--- src/rtl/gpio_in_cond_pkg.sv ---
// Shared GPIO constants: port width, filter counter widths and the startup length.
package gpio_in_cond_pkg;

  localparam int unsigned GPIO_WIDTH       = 16;
  localparam int unsigned GPIO_CNT_W       = 4;
  localparam int unsigned GPIO_PRE_W       = 8;
  localparam int unsigned GPIO_STARTUP_W   = 2;
  localparam int unsigned GPIO_STARTUP_CNT = 2;

endpackage

--- src/rtl/gpio_in_filter_slice.sv ---
// One GPIO input pin: synchroniser, glitch filter, edge detect and sticky pending bit.
module gpio_in_filter_slice
  import gpio_in_cond_pkg::*;
#(
  parameter int unsigned CNT_W = GPIO_CNT_W
) (
  input  logic             clk,
  input  logic             rst_n,
  input  logic             pad,
  input  logic             startup,
  input  logic             tick,
  input  logic             filt_en,
  input  logic [CNT_W-1:0] filt_len,
  input  logic             trig_rise,
  input  logic             trig_fall,
  input  logic             int_en,
  input  logic             int_clr,
  output logic             idr,
  output logic             edge_pulse,
  output logic             int_pend
);

  logic             s1;
  logic             s2;
  logic             idr_d;
  logic             idr_nxt;
  logic [CNT_W-1:0] cnt;
  logic [CNT_W-1:0] cnt_nxt;
  logic             rise;
  logic             fall;

  // Filter next state; during startup idr is preloaded from the stage feeding
  // sync so it has already settled when normal operation begins.
  always_comb begin
    idr_nxt = idr;
    cnt_nxt = '0;
    if (startup) begin
      idr_nxt = s1;
    end else if (!filt_en) begin
      idr_nxt = s2;
    end else if (s2 != idr) begin
      if (tick) begin
        if (cnt >= filt_len) idr_nxt = s2;
        else                 cnt_nxt = cnt + CNT_W'(1);
      end else begin
        cnt_nxt = cnt;
      end
    end
  end

  assign rise = idr & ~idr_d;
  assign fall = ~idr & idr_d;

  // Registered pipeline; the edge history tracks idr's preload while in startup.
  always_ff @(posedge clk) begin
    if (!rst_n) begin
      s1         <= 1'b0;
      s2         <= 1'b0;
      idr        <= 1'b0;
      idr_d      <= 1'b0;
      cnt        <= '0;
      edge_pulse <= 1'b0;
      int_pend   <= 1'b0;
    end else begin
      s1         <= pad;
      s2         <= s1;
      idr        <= idr_nxt;
      cnt        <= cnt_nxt;
      idr_d      <= startup ? s1 : idr;
      edge_pulse <= ~startup & ((rise & trig_rise) | (fall & trig_fall));
      int_pend   <= (int_pend & ~int_clr) | (edge_pulse & int_en);
    end
  end

endmodule

--- src/rtl/gpio_in_cond.sv ---
// GPIO input conditioning: shared prescaler and startup counter feeding one filter slice per pin.
module gpio_in_cond
  import gpio_in_cond_pkg::*;
#(
  parameter int unsigned WIDTH = GPIO_WIDTH,
  parameter int unsigned CNT_W = GPIO_CNT_W,
  parameter int unsigned PRE_W = GPIO_PRE_W
) (
  input  logic             clk,
  input  logic             rst_n,
  input  logic [WIDTH-1:0] gpio_in,
  input  logic [WIDTH-1:0] r_filt_en,
  input  logic [PRE_W-1:0] r_filt_pre,
  input  logic [CNT_W-1:0] r_filt_len,
  input  logic [WIDTH-1:0] r_trig_rise,
  input  logic [WIDTH-1:0] r_trig_fall,
  input  logic [WIDTH-1:0] r_int_en,
  input  logic [WIDTH-1:0] int_clr,
  output logic [WIDTH-1:0] gpio_idr,
  output logic [WIDTH-1:0] edge_pulse,
  output logic [WIDTH-1:0] int_pend,
  output logic             irq
);

  logic [GPIO_STARTUP_W-1:0] start_cnt;
  logic                      startup;
  logic [PRE_W-1:0]          pre_cnt;
  logic                      tick;

  assign startup = (start_cnt < GPIO_STARTUP_W'(GPIO_STARTUP_CNT));
  assign tick    = (pre_cnt == r_filt_pre);

  // Startup counter saturates once the synchronisers hold post-reset samples.
  always_ff @(posedge clk) begin
    if (!rst_n)       start_cnt <= '0;
    else if (startup) start_cnt <= start_cnt + GPIO_STARTUP_W'(1);
  end

  // Prescaler wraps silently if the limit is lowered below the current count.
  always_ff @(posedge clk) begin
    if (!rst_n)                              pre_cnt <= '0;
    else if (tick || (pre_cnt > r_filt_pre)) pre_cnt <= '0;
    else                                     pre_cnt <= pre_cnt + PRE_W'(1);
  end

  for (genvar i = 0; i < WIDTH; i++) begin : g_pin
    gpio_in_filter_slice #(.CNT_W(CNT_W)) u_slice (
      .clk        (clk),
      .rst_n      (rst_n),
      .pad        (gpio_in[i]),
      .startup    (startup),
      .tick       (tick),
      .filt_en    (r_filt_en[i]),
      .filt_len   (r_filt_len),
      .trig_rise  (r_trig_rise[i]),
      .trig_fall  (r_trig_fall[i]),
      .int_en     (r_int_en[i]),
      .int_clr    (int_clr[i]),
      .idr        (gpio_idr[i]),
      .edge_pulse (edge_pulse[i]),
      .int_pend   (int_pend[i])
    );
  end

  assign irq = |int_pend;

endmodule

--- config.mk ---
export PLATFORM = sky130hd
export DESIGN_NAME = gpio_in_cond
export DESIGN_NICKNAME = d
export VERILOG_FILES = /design/src/rtl/gpio_in_cond_pkg.sv /design/src/rtl/gpio_in_filter_slice.sv /design/src/rtl/gpio_in_cond.sv
export SDC_FILE = /design/constraint.sdc
export NUM_CORES = 1
export LEC_CHECK = 0
export BUFFER_PORTS_ARGS = -buffer_cell sky130_fd_sc_hd__buf_2
export CAP_MARGIN = 20
export CORE_MARGIN = 2
export CORE_UTILIZATION = 40
export CTS_BUF_LIST = sky130_fd_sc_hd__clkbuf_8
export CTS_CLUSTER_DIAMETER = 30
export CTS_CLUSTER_SIZE = 28
export DETAILED_ROUTE_END_ITERATION = 8
export HOLD_SLACK_MARGIN = 0.06
export PLACE_DENSITY = 0.64
export SETUP_SLACK_MARGIN = 0.02
export SKIP_CTS_REPAIR_TIMING = 1
export SYNTH_ARGS = -nofsm -noshare
export SYNTH_HDL_FRONTEND = slang
export SYNTH_SLANG_ARGS = --single-unit
--- constraint.sdc ---
create_clock -name clk -period 2.85 [get_ports clk]
set_clock_uncertainty 0.1 [all_clocks]
set_input_delay 0.285 -clock clk [delete_from_list [all_inputs] [get_ports clk]]
set_output_delay 0.285 -clock clk [all_outputs]
set_load 0.005 [all_outputs]
== Word level (Yosys, flattened, before mapping) ==
Cells that the tools add are included.

* Register bits after elaboration: 170
* Input port bits: 110
* Output and inout port bits: 49

* Reduce and logical (&&, ||, !) cells: 35
* Add/subtract/negate cells: 18
* Eq/ne operators: 65
* Order comparisons: 18
* Mux-type cells: 112
* Bitwise operators: 226

{| class="wikitable"
|+ Operators with widths
! kind !! number
|-
| != test 3 x 1 -> 1 bit (second input constant) || 48
|-
| bitwise AND 1 bit || 112
|-
| two-way mux 1 bit || 96
|-
| inverter 1 bit || 82
|-
| adder 4 x 1 -> 4 bit (second input constant) || 16
|-
| >= comparator 4 bit || 16
|-
| two-way mux 4 bit || 16
|-
| OR reduction 4 bit || 16
|-
| AND reduction 3 bit || 16
|-
| OR 1 bit || 32
|-
| != test 1 bit || 16
|-
| OR reduction 16 bit || 1
|-
| adder 8 x 1 -> 8 bit (second input constant) || 1
|-
| equality test 8 bit || 1
|-
| > comparator 8 bit || 1
|-
| adder 2 x 1 -> 2 bit (second input constant) || 1
|-
| less-than comparator 2 bit (second input constant) || 1
|-
| OR reduction 2 bit || 1
|-
| logical OR 1 bit || 1
|}

== Logic depth before layout (Yosys ltp) ==
* Depth in word-level cells: 6
* Depth in mapped cells: 9
* Gate-level depth less buffers: 7

== Cells and area by module ==
A second synthesis with hierarchy kept.

* Cells, all modules: 1,000
* Area, all modules: 9,296.4 um2

{| class="wikitable"
|+ Modules (own cells, without submodules)
! module !! cells each !! area an instance (um2) !! instances
|-
| gpio_in_filter_slice || 58 || 540.5 || 16
|-
| gpio_in_cond || 72 || 648.1 || 1
|}

== Worst setup path before layout ==
Ideal clock, no wire load.

* Path type: flip-flop to flip-flop
* Start: reg pre_cnt[0]
* End: reg g_pin[14].u_slice.idr
* Path slack: 793 ps
* Required time: 2,628 ps
* Stages on the path, launching flop included: 9
* Path buffers: 2
* Arrival: 1,836 ps
* Period minus slack after synthesis: 2,057 ps
* Cells stage by stage: dfxtp_1 inv_1 ha_1 nand4_1 or2_1 buf_6 buf_6 a221o_1 o311a_1

* Longest elaborated chain between the ends: 3

{| class="wikitable"
|+ Ends and longest elaborated chain
! element !! line !! source
|-
| start: declaration || gpio_in_cond.sv:27 || <nowiki>logic [PRE_W-1:0] pre_cnt;</nowiki>
|-
| start signal: assignment || gpio_in_cond.sv:43 || <nowiki>else pre_cnt <= pre_cnt + PRE_W'(1);</nowiki>
|-
| equality test 8 bit || gpio_in_cond.sv:31 || <nowiki>assign tick = (pre_cnt == r_filt_pre);</nowiki>
|-
| != test 3 x 1 -> 1 bit (no line) || n/a ||
|-
| AND reduction 3 bit (no line) || n/a ||
|-
| end signal: assignment || gpio_in_filter_slice.sv:67 || <nowiki>idr <= idr_nxt;</nowiki>
|-
| end: declaration || gpio_in_filter_slice.sv:18 || <nowiki>output logic idr,</nowiki>
|}

No other way between the ends.
A chain may end at the register's enable or synchronous reset.

== Worst setup path in the final report ==
* Start: reg pre_cnt[0]
* End: reg g_pin[11].u_slice.cnt[0]

* Longest elaborated chain between the ends: 1

{| class="wikitable"
|+ Ends and longest elaborated chain
! element !! line !! source
|-
| equality test 8 bit || gpio_in_cond.sv:31 ||
|-
| end signal: assignment || gpio_in_filter_slice.sv:68 || <nowiki>cnt <= cnt_nxt;</nowiki>
|-
| end: declaration || gpio_in_filter_slice.sv:27 || <nowiki>logic [CNT_W-1:0] cnt;</nowiki>
|}

No other way between the ends.

==> impl_metrics.tcl <==
set metrics [dict create \
    status "finished, final reports clean" \
    vdd_drop_max_mv 0.261 \
    crit_start "pre_cnt[0]$_SDFF_PP0_" \
    drc 0 \
    grt_overflow 0 \
    postLayoutCoreUtil 0.500 \
    instances_no_fill 1472 \
    grt_pass1_vias 6605 \
    dieArea_um2 23100 \
    port_buffers 158 \
    crit_path_max_fanout 11 \
    clock_sinks 170 \
    ys_ff_latch 170 \
    syn_inst 978 \
    cts_buffers 17 \
    ys_top_cells_by_count "170 x dfxtp_1, 89 x ha_1, 81 x nand2_1" \
    pin_count 159 \
    die_h_um 152 \
    cap_violations 0 \
    start_util 0.405 \
    root_buffer "clkbuf_8" \
    cp.required_ns 3.10 \
    via_count 7259 \
    dp_hpwl_um 14600 \
    tns_ns 0 \
    tightestPinTransition_ns 0.741 \
    switching_share 0.281 \
    yosysTopAreaCell "dfxtp_1" \
    wirelength_um 20800 \
    synth_area_per_cell_um2 8.95 \
    n_antenna_cell 0 \
    grt_usage 0.174 \
    fill_cells 2013 \
    ys_async_sr_fraction 0 \
    path_clk_slew_ns 0.10 \
    synth.distinct_cells 40 \
    total_power_mw 4.66 \
    cts_tree "yes" \
    multi_input_area_um2 4650 \
    switching_power_mw 1.31 \
    synth_area_um2 8750 \
    synth_top_area_share 0.389 \
    cts_max_path_buffers 2 \
    p_leak_nw 4.70 \
    first_pass_iters 5 \
    worstPathArrival_ns 2.81 \
    hold_class "in -> reg" \
    powerDensity_nw_per_um2 431 \
    layout_min_cycle_time_ns 2.56 \
    min_from "r_filt_en[7]" \
    rsz0062_at_grt "no" \
    ys_seq_area_frac 0.389 \
    synth_warnings 0 \
    yosys_most_used_dff "dfxtp_1" \
    pwr-share-seq 0.536 \
    crit_type "reg -> reg" \
    relSlewSlack 0.506 \
    r2r_start "pre_cnt[0]$_SDFF_PP0_" \
    post_drt_wl_per_cell_um 14.1 \
    drtIter0Drc 383 \
    p_int_mw 3.35 \
    syn_to_final_growth_pct 23.5 \
    drive_gt1_frac 0.183 \
    fp.dieW_um 152 \
    insertion_delay_ns 0.47 \
    synthTopCellsByArea "dfxtp_1 39%, ha_1 13%, xor2_1 4.9%" \
    grt_max_degree 81 \
    ant_nets 0 \
    comb_power_share 0.117 \
    htreeDepth 4 \
    start_kind "flop" \
    place_inst 1359 \
    seqCellArea_um2 3400 \
    synth.net_count 1177 \
    antenna_found_initial 0 \
    finalSetupViolCount 0 \
    nets 1379 \
    clkPwrFrac 0.347 \
    critPathCaptureType "flop" \
    synth.most_common_cell "dfxtp_1" \
    core_um2 21600 \
    drv_slew 0 \
    synth_edf_count 0 \
    viasPerCell 4.93 \
    r2r_slack_ns 0.29 \
    max_freq_mhz 391 \
    period_share 0.897 \
    gp_congestion 0.806 \
    grt_pass1_wl_um 33100 \
    hold_violations 0 \
    row_count 54 \
]
[cells in the final DEF (no fill, tap or decap), types with 30 or more instances in the layout]
cell type	instances
a21oi_1	64
and2_1	41
buf_2	158
dfxtp_1	169
dlygate4sd3_1	82
ha_1	89
inv_1	57
nand2_1	81
nand3b_1	30
nor2_1	61
o21ai_0	33
xor2_1	49
[sequential cells by signal (all words and copies together), names as in the netlist]
signal,cells
g_pin.u_slice.cnt,64
g_pin.u_slice.edge_pulse,16
g_pin.u_slice.idr,16
g_pin.u_slice.idr_d,16
g_pin.u_slice.int_pend,16
g_pin.u_slice.s1,16
g_pin.u_slice.s2,16
pre_cnt,8
start_cnt,2
[metrics by stage]
step	worst slack [ns]	hold slack, ns	cell area, µm²
floorplan	0.793	0.312	8750
global placement	0.309	0.336	9630
detailed placement	0.211	0.338	9630
CTS	0.185	-0.114	9990
global route	0.0981	0.0773	10800
finish	0.295	0.0772	10800
[path summary, 6_finish.rpt]
kind                                           end  depth (start not counted)
max reg2reg  g_pin[11].u_slice.cnt[0]$_SDFFE_PP0P_                          8
max          g_pin[11].u_slice.cnt[0]$_SDFFE_PP0P_                          8
min reg2reg        g_pin[15].u_slice.s2$_SDFF_PN0_                          1
min           g_pin[7].u_slice.cnt[1]$_SDFFE_PP0P_                          3
[worst max-delay path: stages (launching register included)]
cell and delay (ns):
dfxtp_1 0.39, inv_1 0.06, ha_1 0.29, nand4_1 0.18, or2_2 0.50, buf_12 0.21, a221oi_1 0.37, nand4b_1 0.25
nor2_1 0.07
[per-layer routing]
metal,track usage,up-vias,part of all wire
met2,0.290,191,0.47
met1,0.228,3338,0.47
li1,-,3707,-
met3,0.0351,23,0.042
met5,0,-,0
met4,0.0534,0,0.014
[logic make-up (layout without fill, tap and decap cells)]
logic type      Yosys count  after routing  synth area share
compound gates          158            158             0.115
xor+xnor                 71             71            0.0711
fa+ha+maj                89             89             0.127
buf+inv                 135            349            0.0812
flops                   170            170             0.389
mux                       5              5           0.00643
simple gates            350            350             0.211
[power by group through the flow]
stage	sequential [mW]	clock (mW)	combinational, mW
floorplan	2.53	0	0.314
global placement	2.55	0	0.474
detailed placement	2.55	0	0.485
CTS	2.50	1.68	0.489
global route	2.51	1.78	0.614
finish	2.50	1.62	0.547
[area by class of cell]
| cell class | count | area share |
|---|---|---|
| repair buffers | 261 | 0.169 |
| well taps | 280 | 0.0324 |
| inverters | 57 | 0.0198 |
| multi-input cells | 673 | 0.430 |
| flip-flops and latches | 170 | 0.315 |
| clock inverters | 14 | 0.0123 |
| clock buffers | 17 | 0.0216 |
Note: power is estimated with default switching activity, not from simulation.
